`src/rtl/inst_prefetch_q_pkg.sv`:
```
// Shared definitions for the Thumb-2 instruction prefetch queue.
// Holds the 32-bit prefix patterns and the queue FSM state encoding.
package inst_prefetch_q_pkg;

    // hw[15:11] values that mark the first halfword of a 32-bit encoding
    localparam logic [4:0] PFX_T32_A = 5'b11101;
    localparam logic [4:0] PFX_T32_B = 5'b11110;
    localparam logic [4:0] PFX_T32_C = 5'b11111;

    typedef enum logic {
        RUN     = 1'b0,
        SKIP_HW = 1'b1
    } ipq_state_e;

endpackage

```
`src/rtl/inst_prefetch_q_if.sv`:
```
// Fetch-side and pre-decode-side handshake bundle of the prefetch queue.
// master: fetch source + consumer side; slave: the queue itself.
interface inst_prefetch_q_if #(
    parameter int FETCH_W = 32
);
    logic [FETCH_W-1:0] fetch_data;
    logic               fetch_valid;
    logic               fetch_ready;
    logic               flush;
    logic [31:0]        flush_pc;
    logic [31:0]        inst;
    logic               inst_is32;
    logic [31:0]        inst_pc;
    logic               inst_valid;
    logic               inst_ready;

    modport master (
        output fetch_data, fetch_valid, flush, flush_pc, inst_ready,
        input  fetch_ready, inst, inst_is32, inst_pc, inst_valid
    );

    modport slave (
        input  fetch_data, fetch_valid, flush, flush_pc, inst_ready,
        output fetch_ready, inst, inst_is32, inst_pc, inst_valid
    );
endinterface

```
`src/rtl/inst_prefetch_q_thumb_len_dec.sv`:
```
// Thumb-2 length decoder: flags a halfword that starts a 32-bit encoding.
// Ports: hw (in, 16) halfword; is32 (out, 1) 32-bit prefix detected.
module thumb_len_dec
    import inst_prefetch_q_pkg::*;
(
    input  logic [15:0] hw,
    output logic        is32
);
    always_comb begin
        is32 = 1'b0;
        case (hw[15:11])
            PFX_T32_A, PFX_T32_B, PFX_T32_C: is32 = 1'b1;
            default:                         is32 = 1'b0;
        endcase
    end
endmodule

```
`src/rtl/inst_prefetch_q.sv`:
```
// Thumb-2 prefetch queue: buffers fetch beats as halfwords and hands
// complete 16/32-bit instructions with their PC to pre-decode.
// Ports: clk, rst (async, active-low), bus (inst_prefetch_q_if.slave).
// Optional IPQ_PERF_CNT_EN adds perf_stall_cnt[31:0], perf_flush_cnt[15:0].
module inst_prefetch_q
    import inst_prefetch_q_pkg::*;
#(
    parameter int          FETCH_W  = 32,
    parameter int          DEPTH    = 8,
    parameter logic [31:0] RESET_PC = 32'h0000_0000
) (
    input  logic             clk,
    input  logic             rst,
    inst_prefetch_q_if.slave bus
`ifdef IPQ_PERF_CNT_EN
    ,
    output logic [31:0]      perf_stall_cnt,
    output logic [15:0]      perf_flush_cnt
`endif
);
    localparam int HPB = FETCH_W / 16;
    localparam int PW  = $clog2(DEPTH);
    localparam int CW  = PW + 1;

    logic [15:0]   mem [DEPTH];
    logic [PW-1:0] rd_ptr, wr_ptr, rd_nxt;
    logic [CW-1:0] count, pop_n, push_n;
    ipq_state_e    state;
    logic          run, first;
    logic [15:0]   hw0, hw1;
    logic          head32, complete, load, fire;
    logic [31:0]   inst_q, pc_q;
    logic          is32_q, valid_q;

    assign rd_nxt = rd_ptr + PW'(1);
    assign hw0    = mem[rd_ptr];
    assign hw1    = mem[rd_nxt];

    thumb_len_dec u_len (
        .hw   (hw0),
        .is32 (head32)
    );

    // a lone prefix halfword is never presented
    assign complete = head32 ? (count >= CW'(2)) : (count != '0);
    assign load     = (!valid_q || bus.inst_ready) && complete && !bus.flush;

    // run keeps fetch_ready low until the first edge after reset
    assign bus.fetch_ready = run && (count <= CW'(DEPTH - HPB)) && !bus.flush;
    assign fire            = bus.fetch_valid && bus.fetch_ready;

    assign pop_n  = !load ? '0 : (head32 ? CW'(2) : CW'(1));
    assign push_n = !fire ? '0 :
                    (state == SKIP_HW) ? CW'(1) : CW'(HPB);

    assign bus.inst       = inst_q;
    assign bus.inst_is32  = is32_q;
    assign bus.inst_pc    = pc_q;
    assign bus.inst_valid = valid_q;

    always_ff @(posedge clk) begin
        if (fire) begin
            if (state == SKIP_HW) begin
                // redirect into the upper halfword: drop hw0
                mem[wr_ptr] <= bus.fetch_data[FETCH_W-1 -: 16];
            end else begin
                for (int k = 0; k < HPB; k++) begin
                    mem[wr_ptr + PW'(k)] <= bus.fetch_data[16*k +: 16];
                end
            end
        end
    end

    always_ff @(posedge clk or negedge rst) begin
        if (!rst) begin
            rd_ptr  <= '0;
            wr_ptr  <= '0;
            count   <= '0;
            state   <= RUN;
            run     <= 1'b0;
            first   <= 1'b1;
            inst_q  <= '0;
            is32_q  <= 1'b0;
            pc_q    <= RESET_PC & ~32'h1;
            valid_q <= 1'b0;
        end else begin
            run <= 1'b1;
            if (bus.flush) begin
                rd_ptr  <= '0;
                wr_ptr  <= '0;
                count   <= '0;
                valid_q <= 1'b0;
                first   <= 1'b1;
                pc_q    <= bus.flush_pc & ~32'h1;
                state   <= (HPB == 2 && bus.flush_pc[1]) ? SKIP_HW : RUN;
            end else begin
                count  <= count + push_n - pop_n;
                rd_ptr <= rd_ptr + pop_n[PW-1:0];
                wr_ptr <= wr_ptr + push_n[PW-1:0];
                if (fire) begin
                    state <= RUN;
                end
                if (load) begin
                    valid_q <= 1'b1;
                    first   <= 1'b0;
                    is32_q  <= head32;
                    inst_q  <= head32 ? {hw0, hw1} : {16'h0, hw0};
                    // first load after a redirect sits at the target itself
                    if (!first) begin
                        pc_q <= pc_q + (is32_q ? 32'd4 : 32'd2);
                    end
                end else if (bus.inst_ready) begin
                    valid_q <= 1'b0;
                end
            end
        end
    end

`ifdef IPQ_PERF_CNT_EN
    always_ff @(posedge clk or negedge rst) begin
        if (!rst) begin
            perf_stall_cnt <= '0;
            perf_flush_cnt <= '0;
        end else begin
            if (bus.inst_ready && !valid_q && perf_stall_cnt != '1) begin
                perf_stall_cnt <= perf_stall_cnt + 32'd1;
            end
            if (bus.flush && perf_flush_cnt != '1) begin
                perf_flush_cnt <= perf_flush_cnt + 16'd1;
            end
        end
    end
`endif

endmodule

```
`src/flat_wrapper.sv`:
```
// flat-port wrapper written by rule: the top's interface ports become plain ports
module inst_prefetch_q_flat import inst_prefetch_q_pkg::*;
#(
    parameter int          FETCH_W  = 32,
    parameter int          DEPTH    = 8,
    parameter logic [31:0] RESET_PC = 32'h0000_0000
)
  (clk, rst, bus_fetch_data, bus_fetch_valid, bus_flush, bus_flush_pc, bus_inst_ready, bus_fetch_ready, bus_inst, bus_inst_is32, bus_inst_pc, bus_inst_valid);
  inst_prefetch_q_if #(.FETCH_W(FETCH_W)) bus_i ();
  input  logic clk;
  input  logic rst;
  input wire logic [$bits(bus_i.fetch_data)-1:0] bus_fetch_data;
  input wire logic [$bits(bus_i.fetch_valid)-1:0] bus_fetch_valid;
  input wire logic [$bits(bus_i.flush)-1:0] bus_flush;
  input wire logic [$bits(bus_i.flush_pc)-1:0] bus_flush_pc;
  input wire logic [$bits(bus_i.inst_ready)-1:0] bus_inst_ready;
  output wire logic [$bits(bus_i.fetch_ready)-1:0] bus_fetch_ready;
  output wire logic [$bits(bus_i.inst)-1:0] bus_inst;
  output wire logic [$bits(bus_i.inst_is32)-1:0] bus_inst_is32;
  output wire logic [$bits(bus_i.inst_pc)-1:0] bus_inst_pc;
  output wire logic [$bits(bus_i.inst_valid)-1:0] bus_inst_valid;
  assign bus_i.fetch_data = bus_fetch_data;
  assign bus_i.fetch_valid = bus_fetch_valid;
  assign bus_i.flush = bus_flush;
  assign bus_i.flush_pc = bus_flush_pc;
  assign bus_i.inst_ready = bus_inst_ready;
  assign bus_fetch_ready = bus_i.fetch_ready;
  assign bus_inst = bus_i.inst;
  assign bus_inst_is32 = bus_i.inst_is32;
  assign bus_inst_pc = bus_i.inst_pc;
  assign bus_inst_valid = bus_i.inst_valid;
  inst_prefetch_q #(.FETCH_W(FETCH_W), .DEPTH(DEPTH), .RESET_PC(RESET_PC)) u_core (.clk(clk), .rst(rst), .bus(bus_i));
endmodule
```
`config.mk`:
```
export PLATFORM = sky130hd
export DESIGN_NAME = inst_prefetch_q_flat
export DESIGN_NICKNAME = d
export VERILOG_FILES = /design/src/rtl/inst_prefetch_q_pkg.sv /design/src/rtl/inst_prefetch_q_if.sv /design/src/rtl/inst_prefetch_q_thumb_len_dec.sv /design/src/rtl/inst_prefetch_q.sv /design/src/flat_wrapper.sv
export SDC_FILE = /design/constraint.sdc
export NUM_CORES = 1
export LEC_CHECK = 0
export CAP_MARGIN = 25
export CORE_ASPECT_RATIO = 0.5
export CORE_MARGIN = 10
export CORE_UTILIZATION = 51
export CTS_CLUSTER_DIAMETER = 120
export CTS_CLUSTER_SIZE = 20
export DETAILED_ROUTE_END_ITERATION = 8
export PLACE_DENSITY = 0.77
export SLEW_MARGIN = 0
export SYNTH_ARGS = -nofsm -noshare
export SYNTH_HDL_FRONTEND = slang
export SYNTH_SLANG_ARGS = --single-unit
```
`constraint.sdc`:
```
create_clock -name clk -period 3.8 [get_ports clk]
set_clock_uncertainty 0.15 [all_clocks]
set_input_delay 0.38 -clock clk [delete_from_list [all_inputs] [get_ports clk]]
set_output_delay 0.38 -clock clk [all_outputs]
set_load 0.005 [all_outputs]
```
---- Word level (Yosys, flattened, before mapping) ----
Memory sizes are Yosys's and may differ from the RTL's.
Cells that the tools add are included.
Widths: inputs -> output; s select.
word-level totals
  output and inout port bits .............. 67
  bits in registers ....................... 79
  memory bits (writable) .................. 128
  memories ................................ 1
  input bits .............................. 69
cells by class
  bitwise operators ....................... 2
  reductions and logical operators ........ 15
  equal/unequal tests ..................... 4
  add/sub/neg operators ................... 7
  muxes and demuxes ....................... 29
  magnitude comparators ................... 2
memories
  name        words  bits a word  rd ports  clocked after memory_dff  write ports  line                   RTL
  u_core.mem  8      16           2         0                         2            inst_prefetch_q.sv:25  logic [15:0] mem [DEPTH];
operators by type and width
  kind                 number
  $mux 32              4
  $add 32x32->32       1
  $mux 1               16
  $mux 16              1
  $eq 5x5->1 const B   3
  $mux 4               3
  $mux 3               3
  $add 3x1->3 const B  2
  $add 3x3->3          2
  $logic_and 1x1->1    5
  $add 4x4->4          1
  $ge 4x2->1 const B   1
  $le 4x3->1 const B   1
  $mux 2               2
  $reduce_and 2->1     2
  $reduce_bool 2->1    2
  $reduce_bool 4->1    1
  $sub 4x4->4          1
  $reduce_bool 3->1    1
  $reduce_or 3->1      1
  $logic_not 1->1      2
  $ne 2x2->1 const B   1
  $logic_or 1x1->1     1
  $not 1->1            1
  $or 1x1->1           1

---- Logic depth before layout (Yosys ltp) ----
Gate-level depths: netlist (run 1).
An unclocked memory read counts as a cell.
  word-level depth ........................ 10
  mapped depth ............................ 15

---- Modules after synthesis ----
Synthesis (run 1) repeated with hierarchy kept, for this count alone.
second synthesis, totals
  cell total of the unflattened synthesis .. 884
  area, all modules ....................... 11,603.6 um^2
by module, submodules not included
  module           area an instance (um^2)  cells each  instances
  inst_prefetch_q  11,592.4                 883         1
  thumb_len_dec    11.3                     1           1

---- Worst setup path after synthesis (run 1) ----
No wires, ideal clock.
  kind .................................... flip-flop to flip-flop
  start point ............................. register u_core.rd_ptr[2]
  end point ............................... register u_core.count[3]
  data required time ...................... 3,518 ps
  slack ................................... 127 ps
  arrival time ............................ 3,392 ps
  stages on the path, launching flop included .. 15
  library setup time ...................... 132 ps
  path buffers ............................ 3
  period minus slack after synthesis ...... 3,673 ps
  cells stage by stage .................... dfrtp_1 buf_6 mux4_2 mux2i_4 a2111o_1 buf_2 buf_2 nor2_1 inv_1 fa_1 ha_1 a21o_1 a21oi_1 xnor2_1 nor2_1
on the way
  longest elaborated chain between the ends .. 10
  elaborated cells between the ends (all ways) .. 13
RTL lines
  element                         line                                 RTL
  start, declared                 inst_prefetch_q.sv:26                logic [PW-1:0] rd_ptr, wr_ptr, rd_nxt;
  start signal, assigned          inst_prefetch_q.sv:98                rd_ptr <= rd_ptr + pop_n[PW-1:0];
  $mem_v2 8x16 (*)                -
  $eq 5x5->1                      inst_prefetch_q_thumb_len_dec.sv:11  case (hw[15:11])
  $reduce_or 3->1 (*)             inst_prefetch_q_thumb_len_dec.sv:11
  $mux 1 (*)                      inst_prefetch_q_thumb_len_dec.sv:11
  $mux 1                          inst_prefetch_q.sv:45                assign complete = head32 ? (count >= CW'(2)) : (count != '0);
  $logic_and 1x1->1 (2 in a row)  inst_prefetch_q.sv:46                assign load = (!valid_q || bus.inst_ready) && complete && !bus.flush;
  $mux 4 (*)                      inst_prefetch_q.sv:52                assign pop_n = !load ? '0 : (head32 ? CW'(2) : CW'(1));
  $sub 4x4->4 (*)                 inst_prefetch_q.sv:97                count <= count + push_n - pop_n;
  $mux 4 (*)                      inst_prefetch_q.sv:88                if (bus.flush) begin
  end signal, assigned            inst_prefetch_q.sv:97
  end, declared                   inst_prefetch_q.sv:27                logic [CW-1:0] count, pop_n, push_n;
Mark *: on every way between the ends. The rest lies on a longest branch, timed or not.
A chain may end at the register's enable or synchronous reset.

---- Worst setup path in the final report (run 1) ----
Ends and elaborated chain as after synthesis.

==> results of run 1 <==
[cells by family (layout without fill, tap and decap cells)]
family | after synthesis | in the layout | share of synthesized area [%]
muxes | 240 | 240 | 29.4
DFF | 206 | 206 | 49.6
and+or+nand+nor | 177 | 177 | 7.38
AOI/OAI and AO/OA | 127 | 127 | 7.41
buffers and inverters | 79 | 225 | 3.18
adders and majority gates | 17 | 17 | 2.14
xor gates and xnor gates | 12 | 12 | 0.899
other | 2 | 2 | 0.0642
[timing repair]
| action | 4_1_cts | 5_1_grt |
|---|---|---|
| hold buffers | 1 | 0 |
| endpoints found under the hold margin | 77 | 0 |
| resized for setup | 0 | 2 |
| buffers inserted | 0 | 0 |
| endpoints found under the setup margin | 0 | 1 |
[registers in the layout, summed over array words and instances (netlist names)]
register               cells
u_core.mem               128
u_core.bus.inst           32
u_core.bus.inst_pc        31
u_core.count               4
u_core.rd_ptr              3
u_core.wr_ptr              3
u_core.bus.inst_is32       1
u_core.bus.inst_valid      1
u_core.first               1
u_core.run                 1
u_core.state               1
[power groups by stage]
stage	combinational (mW)	clock (mW)	sequential [mW]
after floorplan	2.25	0	2.87
after global placement	3.22	0	2.92
after detailed placement	3.30	0	2.94
after CTS	3.31	1.53	2.89
after global routing	3.57	1.61	2.93
final	3.29	1.50	2.89
[per-stage QoR]
step	std cells	total power, mW	area [µm²]	utilization (%)	hold slack (ns)
CTS	1312	7.74	13900	61.1	0.298
global route	1313	8.12	13900	61.3	0.143
detailed placement	1287	6.24	13500	59.3	0.314
floorplan	860	5.12	11700	-	-0.0656
global placement	1287	6.14	13500	59.3	0.311
finish	1313	7.68	13900	61.3	0.134
[critical path, cell delays in order (launching register included)]
cell and delay (ns):
sky130_fd_sc_hd__dfrtp_2 0.48, sky130_fd_sc_hd__mux4_2 0.56, sky130_fd_sc_hd__mux2i_4 0.29, sky130_fd_sc_hd__a21o_1 0.24
sky130_fd_sc_hd__o211ai_4 0.09, sky130_fd_sc_hd__nor2_1 0.14, sky130_fd_sc_hd__inv_1 0.11, sky130_fd_sc_hd__fa_1 0.53
sky130_fd_sc_hd__ha_1 0.33, sky130_fd_sc_hd__a21o_1 0.15, sky130_fd_sc_hd__a21oi_1 0.16, sky130_fd_sc_hd__xnor2_1 0.14
sky130_fd_sc_hd__nor2_1 0.06
[layer usage]
layer,share of wire (%),global-route usage (%),up-vias
li1,-,-,3614
met1,41,26.0,4171
met2,50,35.2,277
met3,7.1,3.14,42
met4,1.7,4.19,0
met5,0,0,-
[worst paths after layout]
path,startpoint,endpoint,cells after the start,slack [ns]
hold / removal,rst,u_core.bus.inst_pc[30]$_DFFE_PN0P_,2,0.13
hold reg to reg,u_core.bus.inst[29]$_DFFE_PN0P_,u_core.bus.inst[29]$_DFFE_PN0P_,1,0.33
setup reg to reg,u_core.rd_ptr[2]$_DFF_PN0_,u_core.count[3]$_DFF_PN0_,12,0.23
setup / recovery,u_core.rd_ptr[2]$_DFF_PN0_,u_core.count[3]$_DFF_PN0_,12,0.23
min in group clk,bus_flush_pc[21],u_core.bus.inst_pc[21]$_DFFE_PN0P_,3,0.31
max in group asynchronous,rst,u_core.first$_DFFE_PN1P_,3,2.73
[final cells by class]
cell class              count  area [µm²]
clock buffers              22         380
fillers                  1752        8780
clock inverters             2        32.5
multi-input cells         575        5540
flip-flops and latches    206        5800
repair buffers            176        1670
inverters                  25        93.8
well taps                 307         384
[Yosys cell counts (11+ instances only)]
cell type and number:
sky130_fd_sc_hd__edfxtp_1 128, sky130_fd_sc_hd__nand2_1 49, sky130_fd_sc_hd__o21ai_0 22, sky130_fd_sc_hd__dfrtp_1 77, sky130_fd_sc_hd__buf_2 23, sky130_fd_sc_hd__o31ai_1 25
sky130_fd_sc_hd__or3_1 11, sky130_fd_sc_hd__clkbuf_1 21, sky130_fd_sc_hd__or4_1 11, sky130_fd_sc_hd__nand3_1 13, sky130_fd_sc_hd__ha_1 12, sky130_fd_sc_hd__a21o_1 11
sky130_fd_sc_hd__mux2i_1 29, sky130_fd_sc_hd__inv_1 23, sky130_fd_sc_hd__mux4_2 62, sky130_fd_sc_hd__mux2_2 142, sky130_fd_sc_hd__nor2_1 54, sky130_fd_sc_hd__a31oi_1 29
==> impl_metrics.sql, run 1 <==
INSERT INTO impl_metrics (metric_group, metric, value, unit) VALUES
('floorplan', 'die_area', '0.0298', 'mm²'),
('power_and_ir_drop', 'vdd_ir_drop_max', '341', 'µV'),
('detailed_routing', 'drt_drc_violations_left', '0', ''),
('min_path', 'class_of_the_tightest_hold_or_removal_check', 'input port to async pin', ''),
('sta', 'fmaxAchievable', '280', 'MHz'),
('sta', 'max-slew-margin-rel', '49.9', '%'),
('synthesis', 'synth_top_area_cell', 'sky130_fd_sc_hd__edfxtp_1', ''),
('grt', 'grt_pass1_vias', '8193', ''),
('clock_tree', 'clkTransAtPathRegs', '0.09', 'ns'),
('power_and_ir_drop', 'power_density', '552', 'mW/mm²'),
('synthesis', 'synth.top_cell.area_share', '32.9', '%'),
('placement', 'final_weighted_congestion_in_routability_driven_placement', '0.818', ''),
('synthesis', 'post_synth_instance_area', '0.0117', 'mm²'),
('detailed_routing', 'vias', '8104', ''),
('floorplan', 'height_of_the_die', '127', 'µm'),
('sta', 'layout_min_cycle_time', '3.57', 'ns'),
('finish', 'post_route_cells_drive_above_1_share', '28.7', '%'),
('synthesis', 'synthTopCellsByArea', 'sky130_fd_sc_hd__edfxtp_1, sky130_fd_sc_hd__dfrtp_1, sky130_fd_sc_hd__mux2_2', ''),
('clock_tree', 'tritoncts.num_buffers', '14', ''),
('sta', 'timing_worst_slew_pin_value', '0.747', 'ns'),
('finish', 'final_common_cell', 'sky130_fd_sc_hd__mux2_2', ''),
('clock_tree', 'htree_levels', '1', ''),
('finish', 'nNetsFinal', '1084', ''),
('synthesis', 'ys_warn_count', '0', ''),
('power_and_ir_drop', 'combinationalPowerShare', '42.8', '%'),
('detailed_routing', 'drt_pre_antenna_iters', '6', ''),
('sta', 'grt_setup_unrepaired', 'false', ''),
('floorplan', 'initial_utilization', '51.5', '%'),
('synthesis', 'ys_async_sr_fraction', '37.9', '%'),
('grt', 'grt_first_pass_wirelength', '47100', 'µm'),
('placement', 'dpl_worst_slack', '0.183', 'ns'),
('grt', 'grt_use_total', '20.1', '%'),
('power_and_ir_drop', 'power.static_leakage', '4.80', 'nW'),
('worst_setup_path', 'category_of_the_most_critical_setup_path', 'flip-flop to flip-flop', ''),
('sta', 'finalMaxSlewViolations', '0', ''),
('detailed_routing', 'drt_iter0_drc', '818', ''),
('synthesis', 'synthCells', '860', ''),
('placement', 'post-dp-hpwl', '20100', 'µm'),
('clock_tree', 'clk_path_buf_depth', '3', ''),
('synthesis', 'synth_cell_type_count', '61', ''),
('power_and_ir_drop', 'seq_power_share', '37.6', '%'),
('grt', 'number_of_antenna_violations_at_the_first_check_in_global_routing', '0', ''),
('sta', 'setup_slack', '0.225', 'ns'),
('power_and_ir_drop', 'switching_power', '2.57', 'mW'),
('worst_setup_path', 'critPathArrivalTime', '3.79', 'ns'),
('power_and_ir_drop', 'internal-power', '5.11', 'mW'),
('synthesis', 'part_of_the_yosys_area_used_for_sequential_elements', '49.6', '%'),
('power_and_ir_drop', 'power.share.switching', '33.4', '%'),
('placement', 'port-buffer-count', '133', ''),
('sta', 'finalCritPeriodShare', '94.1', '%'),
('clock_tree', 'clock-sinks', '206', ''),
('synthesis', 'syn_area_per_cell', '13.6', 'µm²'),
('grt', 'grt-ovfl-total', '0', ''),
('clock_tree', 'ctsRootBufferMaster', 'sky130_fd_sc_hd__clkbuf_16', ''),
('sta', 'finalSetupViolations', '0', ''),
('finish', 'synthToLayoutAreaGrowth', '18.9', '%'),
('floorplan', 'placeableCoreArea', '0.0227', 'mm²'),
('worst_setup_path', 'path_max_fanout', '7', ''),
('sta', 'fin_tns_setup', '0', 'ns'),
('status', 'run_status', 'complete, no violations', ''),
('detailed_routing', 'route.final.wire_length', '30600', 'µm'),
('detailed_routing', 'drtAntennaViolNets', '0', ''),
('run', 'timing.max_cap.violations', '0', ''),
('clock_tree', 'clk-insertion-delay-late', '0.50', 'ns'),
('worst_setup_path', 'start_kind', 'flip-flop', ''),
('floorplan', 'die_w', '234', 'µm'),
('worst_setup_path', 'critical_path.endpoint_type', 'flip-flop', ''),
('synthesis', 'synth_top_flop_cell', 'sky130_fd_sc_hd__edfxtp_1', ''),
('detailed_routing', 'route.detailed.wl_per_inst', '23.3', 'µm'),
('worst_setup_path', 'timing.critical_path.required', '4.01', 'ns'),
('grt', 'maximum_number_of_pins_on_one_net_before_global_route_repair', '79', '');
No activity file was read; power rests on OpenSTA's default activity.
==> run 2, diff against run 1 <==
- SLEW_MARGIN: 0 -> unset
==> results of run 2 <==
Same layout as run 1: the final DEF is identical, and so are final timing and power.
==> run 3, diff against run 2 <==
- GPL_ROUTABILITY_DRIVEN: unset -> 0
==> results of run 3 <==
Same layout as run 1: the final DEF is identical, and so are final timing and power.
